### src/rtl/sm_instr_wb_bridge.sv
// rtl/sm_instr_wb_bridge.sv - Sensor Manager instruction latch/decode and Wishbone slave-bus bridge
// Holds the instruction word, decodes control flags and runs one guarded slave transfer per request.
module sm_instr_wb_bridge #(
    parameter logic [6:0]  JUMP_REG_ADR = 7'h01,
    parameter logic [6:0]  POLL_ADR_LO  = 7'h40,
    parameter logic [6:0]  POLL_ADR_HI  = 7'h4F,
    parameter int unsigned ACK_TIMEOUT  = 255
) (
    input  logic        CLK_IN,
    input  logic        RESET_IN,
    input  logic        SM_READ_SELECT,
    input  logic        SM_WRITE_SELECT,
    input  logic [7:0]  SM_INSTR_PTR,
    input  logic [15:0] MEM_RD_DATA,
    input  logic        WB_WE_I,
    input  logic        WB_STB_I,
    input  logic        WB_CYC_I,
    output logic        WB_ACK_O,
    output logic        CONTROL_JUMP_REG_DCD,
    output logic        SAVE_REG_2_MEM,
    output logic        WB_BUSY_POLL_O,
    output logic [7:0]  SM_READ_DATA,
    output logic [6:0]  WBS_ADR_O,
    output logic [7:0]  WBS_DAT_O,
    output logic        WBS_WE_O,
    output logic        WBS_STB_O,
    output logic        WBS_CYC_O,
    input  logic [7:0]  WBS_DAT_I,
    input  logic        WBS_ACK_I,
    output logic        MEM_WR_EN,
    output logic [7:0]  MEM_WR_ADR,
    output logic [7:0]  MEM_WR_DATA,
    output logic        ERR_O,
    input  logic        ERR_CLR_I
);

    typedef enum logic [1:0] {IDLE, XFER, ACKD} state_t;

    localparam logic [7:0] TMO_LAST = 8'(ACK_TIMEOUT - 1);

    state_t      state_q, state_d;
    logic [15:0] ir_q, ir_d;
    logic [7:0]  cnt_q, cnt_d;
    logic [6:0]  adr_q, adr_d;
    logic [7:0]  dat_q, dat_d;
    logic        we_q, we_d;
    logic        stb_q, stb_d;
    logic        ack_q, ack_d;
    logic        mem_en_q, mem_en_d;
    logic [7:0]  mem_adr_q, mem_adr_d;
    logic [7:0]  mem_dat_q, mem_dat_d;
    logic        err_q, err_d;

    always_ff @(posedge CLK_IN or posedge RESET_IN) begin
        if (RESET_IN) begin
            state_q   <= IDLE;
            ir_q      <= 16'h0000;
            cnt_q     <= 8'h00;
            adr_q     <= 7'h00;
            dat_q     <= 8'h00;
            we_q      <= 1'b0;
            stb_q     <= 1'b0;
            ack_q     <= 1'b0;
            mem_en_q  <= 1'b0;
            mem_adr_q <= 8'h00;
            mem_dat_q <= 8'h00;
            err_q     <= 1'b0;
        end else begin
            state_q   <= state_d;
            ir_q      <= ir_d;
            cnt_q     <= cnt_d;
            adr_q     <= adr_d;
            dat_q     <= dat_d;
            we_q      <= we_d;
            stb_q     <= stb_d;
            ack_q     <= ack_d;
            mem_en_q  <= mem_en_d;
            mem_adr_q <= mem_adr_d;
            mem_dat_q <= mem_dat_d;
            err_q     <= err_d;
        end
    end

    always_comb begin
        state_d   = state_q;
        ir_d      = ir_q;
        cnt_d     = cnt_q;
        adr_d     = adr_q;
        dat_d     = dat_q;
        we_d      = we_q;
        stb_d     = stb_q;
        ack_d     = 1'b0;
        mem_en_d  = 1'b0;
        mem_adr_d = mem_adr_q;
        mem_dat_d = mem_dat_q;
        // A timeout in the same cycle as a clear overrides it below.
        err_d     = err_q & ~ERR_CLR_I;

        unique case (state_q)
            IDLE: begin
                if (SM_READ_SELECT) begin
                    ir_d = MEM_RD_DATA;
                end
                if (WB_CYC_I && WB_STB_I) begin
                    state_d = XFER;
                    adr_d   = ir_q[14:8];
                    dat_d   = ir_q[7:0];
                    we_d    = WB_WE_I;
                    stb_d   = 1'b1;
                    cnt_d   = 8'h00;
                end
            end
            XFER: begin
                if (!WB_CYC_I) begin
                    state_d = IDLE;
                    stb_d   = 1'b0;
                    we_d    = 1'b0;
                end else if (WBS_ACK_I || (cnt_q == TMO_LAST)) begin
                    state_d = ACKD;
                    stb_d   = 1'b0;
                    we_d    = 1'b0;
                    ack_d   = 1'b1;
                    if (!we_q) begin
                        mem_dat_d = WBS_ACK_I ? WBS_DAT_I : 8'hFF;
                        mem_adr_d = SM_INSTR_PTR;
                        mem_en_d  = SM_WRITE_SELECT;
                    end
                    if (!WBS_ACK_I) begin
                        err_d = 1'b1;
                    end
                end else begin
                    cnt_d = cnt_q + 8'd1;
                end
            end
            ACKD: begin
                state_d = IDLE;
            end
            default: begin
                state_d = IDLE;
            end
        endcase
    end

    assign CONTROL_JUMP_REG_DCD = (ir_q[14:8] == JUMP_REG_ADR);
    assign SAVE_REG_2_MEM       = ir_q[15];
    assign WB_BUSY_POLL_O       = (ir_q[14:8] >= POLL_ADR_LO) && (ir_q[14:8] <= POLL_ADR_HI);
    assign SM_READ_DATA         = ir_q[7:0];

    assign WBS_ADR_O   = adr_q;
    assign WBS_DAT_O   = dat_q;
    assign WBS_WE_O    = we_q;
    assign WBS_STB_O   = stb_q;
    assign WBS_CYC_O   = stb_q;
    assign WB_ACK_O    = ack_q;
    assign MEM_WR_EN   = mem_en_q;
    assign MEM_WR_ADR  = mem_adr_q;
    assign MEM_WR_DATA = mem_dat_q;
    assign ERR_O       = err_q;

endmodule

### config.mk
export PLATFORM = sky130hd
export DESIGN_NAME = sm_instr_wb_bridge
export DESIGN_NICKNAME = d
export VERILOG_FILES = /design/src/rtl/sm_instr_wb_bridge.sv
export SDC_FILE = /design/constraint.sdc
export NUM_CORES = 1
export LEC_CHECK = 0
export ABC_CLOCK_PERIOD_IN_PS = 2320
export BUFFER_PORTS_ARGS = -buffer_cell sky130_fd_sc_hd__buf_2
export CAP_MARGIN = 0
export CORE_ASPECT_RATIO = 0.5
export CORE_UTILIZATION = 50
export CTS_BUF_LIST = sky130_fd_sc_hd__clkbuf_4 sky130_fd_sc_hd__clkbuf_8 sky130_fd_sc_hd__clkbuf_16
export DETAILED_ROUTE_END_ITERATION = 12
export PLACE_DENSITY = 0.85
export SLEW_MARGIN = 5
export SYNTH_ARGS = -nofsm -noshare
export SYNTH_HDL_FRONTEND = slang
export SYNTH_SLANG_ARGS = --single-unit
### constraint.sdc
create_clock -name CLK_IN -period 2.32 [get_ports CLK_IN]
set_input_delay 0.232 -clock CLK_IN [delete_from_list [all_inputs] [get_ports CLK_IN]]
set_output_delay 0.232 -clock CLK_IN [all_outputs]
set_load 0.01 [all_outputs]
## Word level (Yosys, flattened, before mapping)

Cells that the tools add are included.

| word-level totals | value |
|---|---|
| register bits | 62 |
| latch bits | 0 |
| bits in writable memories | 0 |
| ROM bits | 0 |
| input bits | 41 |
| output and inout bits | 48 |
| memories | 0 |

| cells by class | value |
|---|---|
| add/sub/neg operators | 1 |
| multipliers | 0 |
| div/mod/pow operators | 0 |
| order comparisons | 2 |
| eq/ne operators | 7 |
| shifts and indexed selects | 0 |
| multiplexer cells | 26 |
| bitwise operators | 3 |
| reduce and logical (&&, ||, !) cells | 11 |

Operators with widths:

| cell | number |
|---|---|
| $mux 8 | 4 |
| $pmux 8 s2 | 1 |
| $mux 1 | 15 |
| $add 8x1->8 const B | 1 |
| $eq 8x8->1 const B | 1 |
| $reduce_and 4->1 | 2 |
| $eq 7x1->1 const B | 1 |
| $ge 7x7->1 const B | 1 |
| $le 7x7->1 const B | 1 |
| $mux 2 | 3 |
| $ne 2x2->1 const B | 3 |
| $reduce_and 2->1 | 3 |
| $pmux 1 s2 | 2 |
| $pmux 2 s2 | 1 |
| $ne 3x3->1 const B | 1 |
| $reduce_and 3->1 | 1 |
| $eq 2x1->1 const B | 1 |
| $logic_and 1x1->1 | 2 |
| $logic_not 2->1 | 1 |
| $not 1->1 | 2 |
| $reduce_bool 2->1 | 1 |
| $and 1x1->1 | 1 |
| $logic_or 1x1->1 | 1 |

## Logic depth before layout (Yosys ltp)

| logic depth | value |
|---|---|
| depth after elaboration | 6 |
| depth in mapped cells | 7 |

## Worst setup path after synthesis

Ideal clock, no wire load.

| timing path | value |
|---|---|
| kind | register to register |
| start point | register cnt_q[0] |
| end point | register mem_adr_q[7], in the netlist MEM_WR_ADR[7] |
| library setup time | 125 ps |
| data arrival time | 1,688 ps |
| required time | 2,195 ps |
| setup slack | 507 ps |
| cell stages (with the launch flop) | 8 |
| buffers on the path | 1 |
| period minus slack after synthesis | 1,813 ps |
| path through | dfrtp_1 > inv_1 > ha_1 > and4_2 > a21oi_2 > nor3_4 > buf_6 > mux2_4 |

| between the ends | value |
|---|---|
| longest elaborated chain between the ends | 3 |

RTL lines:

| item | line | text |
|---|---|---|
| start, declared | 43 | `logic [7:0] cnt_q, cnt_d;` |
| start signal, assigned | 71 | `cnt_q <= cnt_d;` |
| $eq 8x8->1 | 118 | `end else if (WBS_ACK_I \|\| (cnt_q == TMO_LAST)) begin` |
| $logic_or 1x1->1 | 118 |  |
| $reduce_and 4->1 (no line) | n/a |  |
| end signal, assigned | 78 | `mem_adr_q <= mem_adr_d;` |
| end, declared | 50 | `logic [7:0] mem_adr_q, mem_adr_d;` |

Every way passes these cells.
A chain may end at the register's enable or synchronous reset.

## Worst setup path in the final report

| timing path | value |
|---|---|
| start point | register ir_q[11] |
| end point | output port CONTROL_JUMP_REG_DCD |

| between the ends | value |
|---|---|
| longest elaborated chain between the ends | 1 |

RTL lines:

| item | line | text |
|---|---|---|
| start, declared | 42 | `logic [15:0] ir_q, ir_d;` |
| start signal, assigned | 70 | `ir_q <= ir_d;` |
| $eq 7x1->1 | 144 | `assign CONTROL_JUMP_REG_DCD = (ir_q[14:8] == JUMP_REG_ADR);` |
| end, declared | 19 | `output logic CONTROL_JUMP_REG_DCD,` |

Every way passes these cells.

==> flow_summary.yaml <==
worst_setup_path:
  crit_slowest_cell: "or4_1"
  crit_chain: "or4_1, nor4b_1, buf_2"
  start_kind: "register"
  required_ns: 2.09
  cpPeakStageDelay_ns: 0.53
  cp-end-kind: "output port"
  crit_fanout: 3
  ff2ff_path_depth: 7
  worst-endpoint-arrival_ns: 1.70
  worstSetupPathType: "register to output port"
timing:
  hold_violations: 0
  worst_pin_slew_ns: 0.757
  setup-violations-final: 0
  holdWs_ns: 0.0791
  slew_violations: 0
  relSlewSlack_pct: 49.5
  tns_ns: 0
  rsz0062_at_grt: "false"
  fmax_ghz: 0.517
  period_needed_ns: 1.93
  fin_skew_ns: 0.00816
  fin_crit_sh_pct: 83.3
  worst_slack_ns: 0.386
logic_synthesis:
  synth_warnings: 0
  yosysSeqAreaShare_pct: 59.3
  netlist_area_sq_um: 2620
  synth-seq-cells: 62
  syn-num-nets: 231
  synthCells: 188
  synth_cell_types: 38
  avgSynthCellArea_sq_um: 13.9
floorplanning:
  core-area_sq_um: 4980
  rows: 18
  start_util_pct: 52.6
  die_w_um: 104
  io_pins: 89
  dieArea_sq_um: 5550
  die_h_um: 53.2
clock_network:
  post_cts_resized: 0
  clock-root-buffer: "clkbuf_8"
  cts_max_level: 3
  clock-sinks: 62
  cts_buffers: 9
  cts.reportedPaths.clkPinSlew_ns: 0.07
  worstSkewPairLatency_ns: 0.33
  cts_buffer_depth: 2
  cts_tree: "done"
  cts_setup_buffers: 0
  hold_buffers: 0
global_routing:
  grt_max_degree: 63
  grt_overflow: 0
  grt_pass1_wl_um: 8140
  antenna_found_initial: 0
  grt_usage_pct: 19.7
  grt_pass1_vias: 1783
routing:
  wl_per_cell_um: 14.4
  drt-total-wl_um: 5080
  dr.pass1.iters: 4
  ant_nets: 0
  avgViaCountPerCell: 5.14
  drc_errors: 0
  routed-via-count: 1809
  drtIter0Drc: 59
pwr:
  irDropWorstVdd_mv: 0.720
  combPwrFrac_pct: 20.0
  power_switching_w: 0.000857
  clkPwrFrac_pct: 37.0
  finalPower_w: 0.00336
  p_seq_share_pct: 43.0
  p_per_area_nw_per_um2: 1010
  p_int_w: 0.00251
  leakagePower_nw: 1.63
  swShare_pct: 25.5
layout:
  drive_above_1_share_pct: 55.3
  fin_nets: 320
  layout_commonest_cell: "buf_2"
  final_cell_mix: "88 x buf_2, 62 x dfrtp_1, 39 x mux2_2"
  n_antenna_cell: 0
  instances_no_fill: 352
  syn_to_final_growth_pct: 27.7
placed_design:
  dp_hpwl_um: 3650
  place.gp.congestion: 0.837
  portBuffers: 88
  dp_cells: 336
  pre_cts_slack_ns: 0.436
min_path:
  hp-class: "primary input to register"
  min_path_cells: 2
flow_run:
  drv_cap: 0
run_status:
  status: "finished clean"
==> flip-flops by register name, indices dropped and copies added (netlist names), 2 cells and up <==
register and cells:
MEM_WR_ADR 8, cnt_q 8, MEM_WR_DATA 8, WBS_ADR_O 7, ir_q 16, WBS_DAT_O 8
state_q 2
==> cell type report <==
cell class	instances	area, sq um
clock buffers	10	131
clock inverters	6	134
fillers	373	1640
inverters	6	22.5
multi-input cells	106	945
flip-flops and latches	62	1550
well taps	70	87.6
repair buffers	92	470
==> kinds of logic after synthesis <==
kind of cell               count (synthesis)  synth area share, %
AOI/OAI and AO/OA                         26                 8.51
adders and majority gates                  2                0.956
buffers and inverters                     20                 4.64
DFF                                       62                 59.3
muxes                                     40                 17.4
and+or+nand+nor                           38                 9.27
==> power by group through the flow <==
stage	logic, W	clock network, W	registers, W
global route	0.000738	0.00132	0.00148
global placement	0.000661	0	0.00145
detailed placement	0.000686	0	0.00147
floorplan	0.000321	0	0.00154
finish	0.000674	0.00124	0.00145
CTS	0.000688	0.00127	0.00145
==> per-stage QoR <==
stage / util [%] / instance area, sq um
floorplan: - / 2620
global placement: 61.8 / 3080
detailed placement: 61.8 / 3080
CTS: 67.1 / 3340
global route: 67.1 / 3340
finish: 67.1 / 3340
==> cells in the mapped netlist, drive strengths merged <==
| library cell | count | area (sq um) |
|---|---|---|
| o2bb2ai | 1 | 8.76 |
| nand3b | 1 | 7.51 |
| a21oi | 2 | 13.8 |
| mux2 | 40 | 454 |
| a211o | 5 | 43.8 |
| o21ai | 3 | 15.0 |
| nor4b | 1 | 8.76 |
| ha | 2 | 25.0 |
| o21bai | 1 | 11.3 |
| a221o | 2 | 20.0 |
| a211oi | 2 | 20.0 |
| nand3 | 2 | 10.0 |
| and3 | 5 | 31.3 |
| o32ai | 1 | 8.76 |
| and4 | 2 | 18.8 |
| nor4bb | 1 | 10.0 |
| nor3b | 3 | 27.5 |
| nor2b | 3 | 18.8 |
| o22a | 8 | 70.1 |
| dfrtp | 62 | 1550 |
| inv | 6 | 22.5 |
| nand2 | 5 | 18.8 |
| nand2b | 4 | 25.0 |
| and2 | 1 | 6.26 |
| nor3 | 4 | 31.3 |
| nor2 | 4 | 15.0 |
| or2 | 1 | 6.26 |
| o2111a | 1 | 11.3 |
| or4 | 1 | 7.51 |
| buf | 14 | 98.8 |
==> path summary, 6_finish.rpt <==
check,from,endpoint,slack [ns]
worst max-delay path,ir_q[11],CONTROL_JUMP_REG_DCD,0.39
worst min-delay path,ERR_CLR_I,ERR_O,0.08
worst max register to register,cnt_q[0],MEM_WR_ADR[4],0.43
worst min register to register,MEM_WR_DATA[5],MEM_WR_DATA[5],0.49
max in group asynchronous,RESET_IN,ir_q[12],1.71
min in group asynchronous,RESET_IN,ir_q[7],0.11
==> layer usage <==
metal / share of wire [%] / vias up / track usage, %
met1: 42 / 898 / 21.8
met2: 52 / 43 / 36.3
met3: 5.8 / 6 / 8.37
met4: 0.57 / 0 / 4.29
met5: 0 / - / 0
li1: - / 862 / -
==> critical path, delay by kind of cell (launching register included) <==
kind | cells | cell delay, ns
flops | 1 | 0.39
buf+inv | 1 | 0.18
simple gates | 2 | 0.79
(Power assumes the default switching activity.)
